$ cat src/rtl/zorro_arb_pkg.sv
// Shared definitions for the Zorro III slot arbiter and the blocks that decode its state.
//   bm_state_e  : bus-master state encodings driven on bm_state
//   SLOT_IDX_W  : width of a slot index for a given slot count (never below 1)
package zorro_arb_pkg;

    typedef enum logic [1:0] {
        BM_IDLE    = 2'b00,
        BM_GRANT   = 2'b01,
        BM_OWNED   = 2'b10,
        BM_RELEASE = 2'b11
    } bm_state_e;

    function automatic int unsigned SLOT_IDX_W(input int unsigned num_slots);
        return (num_slots > 1) ? $clog2(num_slots) : 1;
    endfunction

endpackage

$ cat src/rtl/zorro_slot_arbiter_if.sv
// Slot-side bus signals of the Zorro III arbiter.
//   ebr_n_in      : slot bus requests, active low, asynchronous
//   ebgack_n_in   : wired-OR grant acknowledge, active low, asynchronous
//   ebg_n_out     : slot bus grants, active low
//   ebg_n_oe      : grant output enables
//   bm_state      : arbiter state (bm_state_e encoding)
//   grant_slot    : index of the current/last granted slot
//   slot_owns_bus : an external master drives the bus
//   timeout_pulse : one-cycle pulse when an unacknowledged grant is withdrawn
// master = arbiter side, slave = slot side.
interface zorro_slot_arbiter_if
    import zorro_arb_pkg::*;
#(
    parameter int unsigned NUM_SLOTS = 5
);
    localparam int unsigned IDX_W = SLOT_IDX_W(NUM_SLOTS);

    logic [NUM_SLOTS-1:0] ebr_n_in;
    logic                 ebgack_n_in;
    logic [NUM_SLOTS-1:0] ebg_n_out;
    logic [NUM_SLOTS-1:0] ebg_n_oe;
    logic [1:0]           bm_state;
    logic [IDX_W-1:0]     grant_slot;
    logic                 slot_owns_bus;
    logic                 timeout_pulse;

    modport master (
        input  ebr_n_in, ebgack_n_in,
        output ebg_n_out, ebg_n_oe, bm_state, grant_slot, slot_owns_bus, timeout_pulse
    );

    modport slave (
        output ebr_n_in, ebgack_n_in,
        input  ebg_n_out, ebg_n_oe, bm_state, grant_slot, slot_owns_bus, timeout_pulse
    );

endinterface

$ cat src/rtl/zorro_rr_pick.sv
// Combinational winner selection among slot requests.
//   req     : active-high request vector
//   pointer : first slot to consider in rotating mode (must be < NUM_SLOTS)
//   rr_mode : 1 = search upward from pointer with wrap, 0 = lowest index wins
//   valid   : at least one request present
//   index   : winning slot
module zorro_rr_pick
    import zorro_arb_pkg::*;
#(
    parameter int unsigned NUM_SLOTS = 5,
    localparam int unsigned IDX_W = SLOT_IDX_W(NUM_SLOTS)
) (
    input  logic [NUM_SLOTS-1:0] req,
    input  logic [IDX_W-1:0]     pointer,
    input  logic                 rr_mode,
    output logic                 valid,
    output logic [IDX_W-1:0]     index
);

    logic [IDX_W-1:0]       base;
    logic [2*NUM_SLOTS-1:0] dbl;
    logic [NUM_SLOTS-1:0]   rot;
    int unsigned            off;
    int unsigned            sum;

    always_comb begin
        base  = rr_mode ? pointer : '0;
        // Rotate so that bit 0 of rot is slot 'base'; the lowest set bit is the winner.
        dbl   = {req, req} >> base;
        rot   = dbl[NUM_SLOTS-1:0];
        valid = 1'b0;
        off   = 0;
        for (int unsigned i = 0; i < NUM_SLOTS; i++) begin
            if (!valid && rot[i]) begin
                valid = 1'b1;
                off   = i;
            end
        end
        sum = 32'(base) + off;
        if (sum >= NUM_SLOTS) begin
            sum = sum - NUM_SLOTS;
        end
        index = IDX_W'(sum);
    end

endmodule

$ cat src/rtl/zorro_slot_arbiter.sv
// Zorro III expansion-slot bus arbiter.
//   clk100            : 100 MHz system clock
//   reset_n_in        : asynchronous active-low reset
//   cpuclk_rising     : one-cycle strobe at the CPU clock rising edge
//   access_state_idle : access block idle; new grants only while high
//   bus               : slot request/grant/ack signals and status (master modport)
// Requests and ack are synchronised, a winner is granted on a CPU strobe while the access
// block is idle, and ownership is tracked through the acknowledge until release.
module zorro_slot_arbiter
    import zorro_arb_pkg::*;
#(
    parameter int unsigned NUM_SLOTS      = 5,
    parameter int unsigned ROUND_ROBIN    = 1,
    parameter int unsigned TIMEOUT_CYCLES = 1024,
    parameter int unsigned SYNC_STAGES    = 2
) (
    input  logic                 clk100,
    input  logic                 reset_n_in,
    input  logic                 cpuclk_rising,
    input  logic                 access_state_idle,
    zorro_slot_arbiter_if.master bus
);

    localparam int unsigned IDX_W    = SLOT_IDX_W(NUM_SLOTS);
    localparam int unsigned TMR_W    = (TIMEOUT_CYCLES > 1) ? $clog2(TIMEOUT_CYCLES) : 1;
    localparam logic [TMR_W-1:0] TMR_LAST = TMR_W'(TIMEOUT_CYCLES - 1);

    logic [SYNC_STAGES-1:0][NUM_SLOTS-1:0] ebr_sync_q;
    logic [SYNC_STAGES-1:0]                ack_sync_q;

    bm_state_e            state_q, state_d;
    logic [NUM_SLOTS-1:0] ebg_q, ebg_d;
    logic [NUM_SLOTS-1:0] oe_q;
    logic [IDX_W-1:0]     gslot_q, gslot_d;
    logic [IDX_W-1:0]     ptr_q, ptr_d;
    logic [TMR_W-1:0]     timer_q, timer_d;
    logic                 pulse_q, pulse_d;
    logic                 owns_q;

    logic [NUM_SLOTS-1:0] req;
    logic                 ack;
    logic                 pick_valid;
    logic [IDX_W-1:0]     pick_idx;
    logic [NUM_SLOTS-1:0] own_mask;
    logic [IDX_W-1:0]     next_ptr;

    always_ff @(posedge clk100 or negedge reset_n_in) begin
        if (!reset_n_in) begin
            ebr_sync_q <= '1;
            ack_sync_q <= '1;
        end else begin
            ebr_sync_q <= {ebr_sync_q[SYNC_STAGES-2:0], bus.ebr_n_in};
            ack_sync_q <= {ack_sync_q[SYNC_STAGES-2:0], bus.ebgack_n_in};
        end
    end

    assign req      = ~ebr_sync_q[SYNC_STAGES-1];
    assign ack      = ~ack_sync_q[SYNC_STAGES-1];
    assign own_mask = NUM_SLOTS'(1) << gslot_q;
    assign next_ptr = (gslot_q == IDX_W'(NUM_SLOTS - 1)) ? '0 : gslot_q + IDX_W'(1);

    zorro_rr_pick #(
        .NUM_SLOTS (NUM_SLOTS)
    ) u_pick (
        .req     (req),
        .pointer (ptr_q),
        .rr_mode (ROUND_ROBIN != 0),
        .valid   (pick_valid),
        .index   (pick_idx)
    );

    always_comb begin
        state_d = state_q;
        ebg_d   = ebg_q;
        gslot_d = gslot_q;
        ptr_d   = ptr_q;
        timer_d = timer_q;
        pulse_d = 1'b0;
        unique case (state_q)
            BM_IDLE: begin
                if (cpuclk_rising && access_state_idle && pick_valid) begin
                    state_d = BM_GRANT;
                    gslot_d = pick_idx;
                    timer_d = '0;
                    ebg_d   = ~(NUM_SLOTS'(1) << pick_idx);
                end
            end
            BM_GRANT: begin
                // Ack outranks both withdrawal and timeout in the same cycle.
                if (ack) begin
                    state_d = BM_OWNED;
                    if (ROUND_ROBIN != 0) begin
                        ptr_d = next_ptr;
                    end
                end else if ((req & own_mask) == '0) begin
                    ebg_d   = '1;
                    state_d = BM_IDLE;
                end else if (timer_q == TMR_LAST) begin
                    ebg_d   = '1;
                    pulse_d = 1'b1;
                    ptr_d   = next_ptr;
                    state_d = BM_IDLE;
                end else begin
                    timer_d = timer_q + TMR_W'(1);
                end
            end
            BM_OWNED: begin
                if (!ack) begin
                    ebg_d   = '1;
                    state_d = BM_RELEASE;
                end else if (((req & own_mask) == '0) || ((req & ~own_mask) != '0)) begin
                    // Raising EBG asks the owner to get off the bus; it is never re-lowered.
                    ebg_d = '1;
                end
            end
            BM_RELEASE: begin
                ebg_d   = '1;
                state_d = BM_IDLE;
            end
            default: begin
                ebg_d   = '1;
                state_d = BM_IDLE;
            end
        endcase
    end

    always_ff @(posedge clk100 or negedge reset_n_in) begin
        if (!reset_n_in) begin
            state_q <= BM_IDLE;
            ebg_q   <= '1;
            oe_q    <= '0;
            gslot_q <= '0;
            ptr_q   <= '0;
            timer_q <= '0;
            pulse_q <= 1'b0;
            owns_q  <= 1'b0;
        end else begin
            state_q <= state_d;
            ebg_q   <= ebg_d;
            oe_q    <= '1;
            gslot_q <= gslot_d;
            ptr_q   <= ptr_d;
            timer_q <= timer_d;
            pulse_q <= pulse_d;
            owns_q  <= (state_d == BM_OWNED);
        end
    end

    assign bus.ebg_n_out     = ebg_q;
    assign bus.ebg_n_oe      = oe_q;
    assign bus.bm_state      = state_q;
    assign bus.grant_slot    = gslot_q;
    assign bus.slot_owns_bus = owns_q;
    assign bus.timeout_pulse = pulse_q;

endmodule

$ cat src/flat_wrapper.sv
// flat-port wrapper written by rule: the top's interface ports become plain ports
module zorro_slot_arbiter_flat import zorro_arb_pkg::*;
#(
    parameter int unsigned NUM_SLOTS      = 5,
    parameter int unsigned ROUND_ROBIN    = 1,
    parameter int unsigned TIMEOUT_CYCLES = 1024,
    parameter int unsigned SYNC_STAGES    = 2
)
  (clk100, reset_n_in, cpuclk_rising, access_state_idle, bus_ebr_n_in, bus_ebgack_n_in, bus_ebg_n_out, bus_ebg_n_oe, bus_bm_state, bus_grant_slot, bus_slot_owns_bus, bus_timeout_pulse);
  zorro_slot_arbiter_if #(.NUM_SLOTS(NUM_SLOTS)) bus_i ();
  input  logic clk100;
  input  logic reset_n_in;
  input  logic cpuclk_rising;
  input  logic access_state_idle;
  input wire logic [$bits(bus_i.ebr_n_in)-1:0] bus_ebr_n_in;
  input wire logic [$bits(bus_i.ebgack_n_in)-1:0] bus_ebgack_n_in;
  output wire logic [$bits(bus_i.ebg_n_out)-1:0] bus_ebg_n_out;
  output wire logic [$bits(bus_i.ebg_n_oe)-1:0] bus_ebg_n_oe;
  output wire logic [$bits(bus_i.bm_state)-1:0] bus_bm_state;
  output wire logic [$bits(bus_i.grant_slot)-1:0] bus_grant_slot;
  output wire logic [$bits(bus_i.slot_owns_bus)-1:0] bus_slot_owns_bus;
  output wire logic [$bits(bus_i.timeout_pulse)-1:0] bus_timeout_pulse;
  assign bus_i.ebr_n_in = bus_ebr_n_in;
  assign bus_i.ebgack_n_in = bus_ebgack_n_in;
  assign bus_ebg_n_out = bus_i.ebg_n_out;
  assign bus_ebg_n_oe = bus_i.ebg_n_oe;
  assign bus_bm_state = bus_i.bm_state;
  assign bus_grant_slot = bus_i.grant_slot;
  assign bus_slot_owns_bus = bus_i.slot_owns_bus;
  assign bus_timeout_pulse = bus_i.timeout_pulse;
  zorro_slot_arbiter #(.NUM_SLOTS(NUM_SLOTS), .ROUND_ROBIN(ROUND_ROBIN), .TIMEOUT_CYCLES(TIMEOUT_CYCLES), .SYNC_STAGES(SYNC_STAGES)) u_core (.clk100(clk100), .reset_n_in(reset_n_in), .cpuclk_rising(cpuclk_rising), .access_state_idle(access_state_idle), .bus(bus_i));
endmodule
$ cat config.mk
export PLATFORM = sky130hd
export DESIGN_NAME = zorro_slot_arbiter_flat
export DESIGN_NICKNAME = d
export VERILOG_FILES = /design/src/rtl/zorro_arb_pkg.sv /design/src/rtl/zorro_slot_arbiter_if.sv /design/src/rtl/zorro_rr_pick.sv /design/src/rtl/zorro_slot_arbiter.sv /design/src/flat_wrapper.sv
export SDC_FILE = /design/constraint.sdc
export NUM_CORES = 1
export LEC_CHECK = 0
export CORE_UTILIZATION = 33
export DETAILED_ROUTE_END_ITERATION = 7
export PLACE_DENSITY = 0.5
export SLEW_MARGIN = 20
export SYNTH_ARGS = -nofsm -noshare
export SYNTH_HDL_FRONTEND = slang
export SYNTH_SLANG_ARGS = --single-unit
$ cat constraint.sdc
create_clock -name clk100 -period 8.34 [get_ports clk100]
set_input_delay 2.085 -clock clk100 [delete_from_list [all_inputs] [get_ports clk100]]
set_output_delay 2.085 -clock clk100 [all_outputs]
set_load 0.02 [all_outputs]
==> metrics <==
status=complete, no violations; Net Sw Power=0.485 mW; initial core utilization=0.344; worst endpoint data arrival time=4.63 ns; clock-pin slew on the worst setup and hold paths=0.08 ns; Min-Delay Path Class=flip-flop to flip-flop; combinational share of power=0.553; CP cell instances=mux2_2 -> a2bb2oi_1 -> nor2b_1 -> a21oi_1 -> a31oi_1 -> a21o_1 -> ha_1 -> fa_1 -> inv_1 -> ha_1 -> nand2b_1 -> a221oi_1 -> mux2_2 -> or4b_1 -> a2bb2oi_1; crit path max-delay cell type=dfrtp_1; RSZ-0062 raised after global routing=no; LEAKAGE=1.16 nW; mean routed wirelength per cell=13.6 microns; CTS Hold Buffers Added=0; H-tree depth=2; MaxCap Viol Count=0; Required @ worst endpoint=8.56 ns; vias in the first global route=1722; largest net degree at the start of global routing=39; Buf/Inv on CP=1; Crit Path Category=flip-flop to flip-flop; Top Family by Delay on Critical Path=compound AO/OA/AOI/OAI gates; EDFF count, synth=0; post-cts resize count=0; drt drc=0; DIE WIDTH=86.4 microns; first-pass GRT wire length=8370 microns; final hold slack=0.358 ns; Post-CTS Setup Bufs=0; antenna-violating nets left=0; io pins=27; port bufs=26; Vias/cell=4.93; Top FF cell, synth=dfrtp_1; share of cells above drive strength 1=0.187; GR Overflow Total=0; Seq pwr share=0.281; Final TNS setup=0 ns; post-layout min period=4.41 ns; CTS Buf Count=5; Max Fclk=0.227 GHz; VDD IR-drop max=0.000169 V; root cell of the clock tree=clkbuf_8; register area share after synthesis=0.414; relative slew slack=0.459; number of core rows=30; clock skew=0.00346 ns; CP max stage delay=0.72 ns; Cell Area, Synth=0.00235 sq mm; Final Hold Viols=0; drt pass-1 iters=4; Switching Fraction=0.418; distinct cell type count after synthesis=59; commonest non-fill, non-tap cells in the layout=25 x clkdlybuf4s50_1, 22 x nand2_1, 21 x dfrtp_1; CTS tree=yes; mean post-synth cell area=9.99 sq um; Worst-Margin Slew=0.812 ns; syn_nets=257; placeable core region=0.00683 sq mm; Final HPWL DP=3430 microns; Antenna Cells=0; Initial DRC Count=52; Final Max Slew Viols=0; post-route cell area=0.00279 sq mm; detailed-route via count=1739; CP startpoint kind=flip-flop; Die Span Y=86.4 microns; Pint=0.676 mW; DP Area=0.00264 sq mm; clock sink total=38; worst skew pair latency=0.29 ns; initial antenna violation count=0; Clk pwr share=0.166; final worst-path cycle share=0.529; Mapped Cells=235; gpl congestion=0.772; Crit Path Max Fanout=15; Global Route Usage Sum=0.141; Longest Clk Path Bufs=2; Syn. warnings=0; Synth Register Bits=38; synthesis-to-finish area growth=18.6%; Setup crit end kind=flip-flop; full die area=0.00746 sq mm; routed wire length=4810 microns; post-layout net count=278; Pwr Density=417 mW/mm^2; setup violators final=0; commonest non-fill, non-tap cell in the layout=clkdlybuf4s50_1; Post-synth ARST share=1.00
power groups by stage:
stage / Sequential, mW / Clock (mW) / Combinational [mW]
floorplan: 0.315 / 0 / 0.507
global placement: 0.329 / 0 / 0.636
detailed placement: 0.328 / 0 / 0.648
CTS: 0.325 / 0.198 / 0.653
global route: 0.338 / 0.202 / 0.733
finish: 0.326 / 0.193 / 0.642
final cells by class:
cell class / instances / area [sq um]
clock buffer: 6 / 82.6
timing repair buffer: 26 / 255
clock inverter: 2 / 60.1
inverter: 12 / 45.0
sequential: 38 / 972
multi-input combinational: 173 / 1250
fill: 702 / 4050
tap: 96 / 120
per-layer routing:
layer  vias to the layer above  GRT usage  share of wire  wire length, microns
met5                         -          0              0                     0
met4                         0     0.0409          0.012                    57
met3                         5     0.0276          0.024                   117
met2                        20      0.221           0.46                  2210
met1                       835      0.199           0.50                  2430
li1                        879          -              -                     -
state kept, by name, summed over array words and instances, names as in the netlist:
register,flops
u_core.bus.timeout_pulse,1
u_core.ebr_sync_q,10
u_core.bus.bm_state,2
u_core.ptr_q,3
u_core.timer_q,10
u_core.bus.ebg_n_oe,1
u_core.bus.ebg_n_out,5
u_core.bus.grant_slot,3
u_core.ack_sync_q,2
u_core.bus.slot_owns_bus,1
cell families after synthesis:
kind of cell	count (synthesis)	synth area share
xor gates and xnor gates	2	0.00746
adders and majority gates	12	0.0671
other	1	0.00160
AOI/OAI and AO/OA	58	0.184
buffers and inverters	24	0.0533
DFF	38	0.414
muxes	21	0.0986
and+or+nand+nor	79	0.174
Yosys cell counts, types with 2 or more instances:
cell type   n  area, sq um
nor2_1     15         56.3
buf_4       5         37.5
nand2_1    22         82.6
o21ai_0     7         35.0
o21a_1      2         15.0
or3_1       2         12.5
and3_1      2         12.5
o22ai_1     2         12.5
nor2b_1     7         43.8
a31oi_1     8         50.1
or2_2       2         12.5
buf_6       2         22.5
mux2_4      2         30.0
mux2i_1    10          100
a21oi_1    16         80.1
ha_1       11          138
dfstp_2    17          447
nand3_1     9         45.0
dfrtp_1    21          526
inv_1      12         45.0
mux2_2      9          101
clkbuf_1    4         15.0
nand2b_1   10         62.6
a21o_1      2         15.0
a2bb2oi_1   2         17.5
metrics by stage:
stage | util | worst slack (ns) | instances | total power, mW
final | 0.408 | 3.93 | 353 | 1.16
after global routing | 0.408 | 3.59 | 353 | 1.27
after CTS | 0.408 | 3.92 | 353 | 1.18
after detailed placement | 0.387 | 3.94 | 345 | 0.976
after global placement | 0.387 | 4.05 | 345 | 0.965
after floorplan | - | 4.43 | 235 | 0.822
final timing paths:
path / start / to / slack, ns / depth (start not counted)
worst max register to register: u_core.ptr_q[1]$_DFFE_PN0P_ / u_core.bus.ebg_n_out[4]$_DFFE_PN1P_ / 3.93 / 15
worst min register to register: u_core.ebr_sync_q[3]$_DFF_PN1_ / u_core.ebr_sync_q[8]$_DFF_PN1_ / 0.36 / 0
min in group asynchronous: reset_n_in / u_core.timer_q[1]$_DFFE_PN0P_ / 1.89 / 1
worst max-delay path: u_core.ptr_q[1]$_DFFE_PN0P_ / u_core.bus.ebg_n_out[4]$_DFFE_PN1P_ / 3.93 / 15
worst min-delay path: u_core.ebr_sync_q[3]$_DFF_PN1_ / u_core.ebr_sync_q[8]$_DFF_PN1_ / 0.36 / 0
max in group asynchronous: reset_n_in / u_core.ptr_q[2]$_DFFE_PN0P_ / 5.95 / 1
Power figures use the tool's default switching activity.
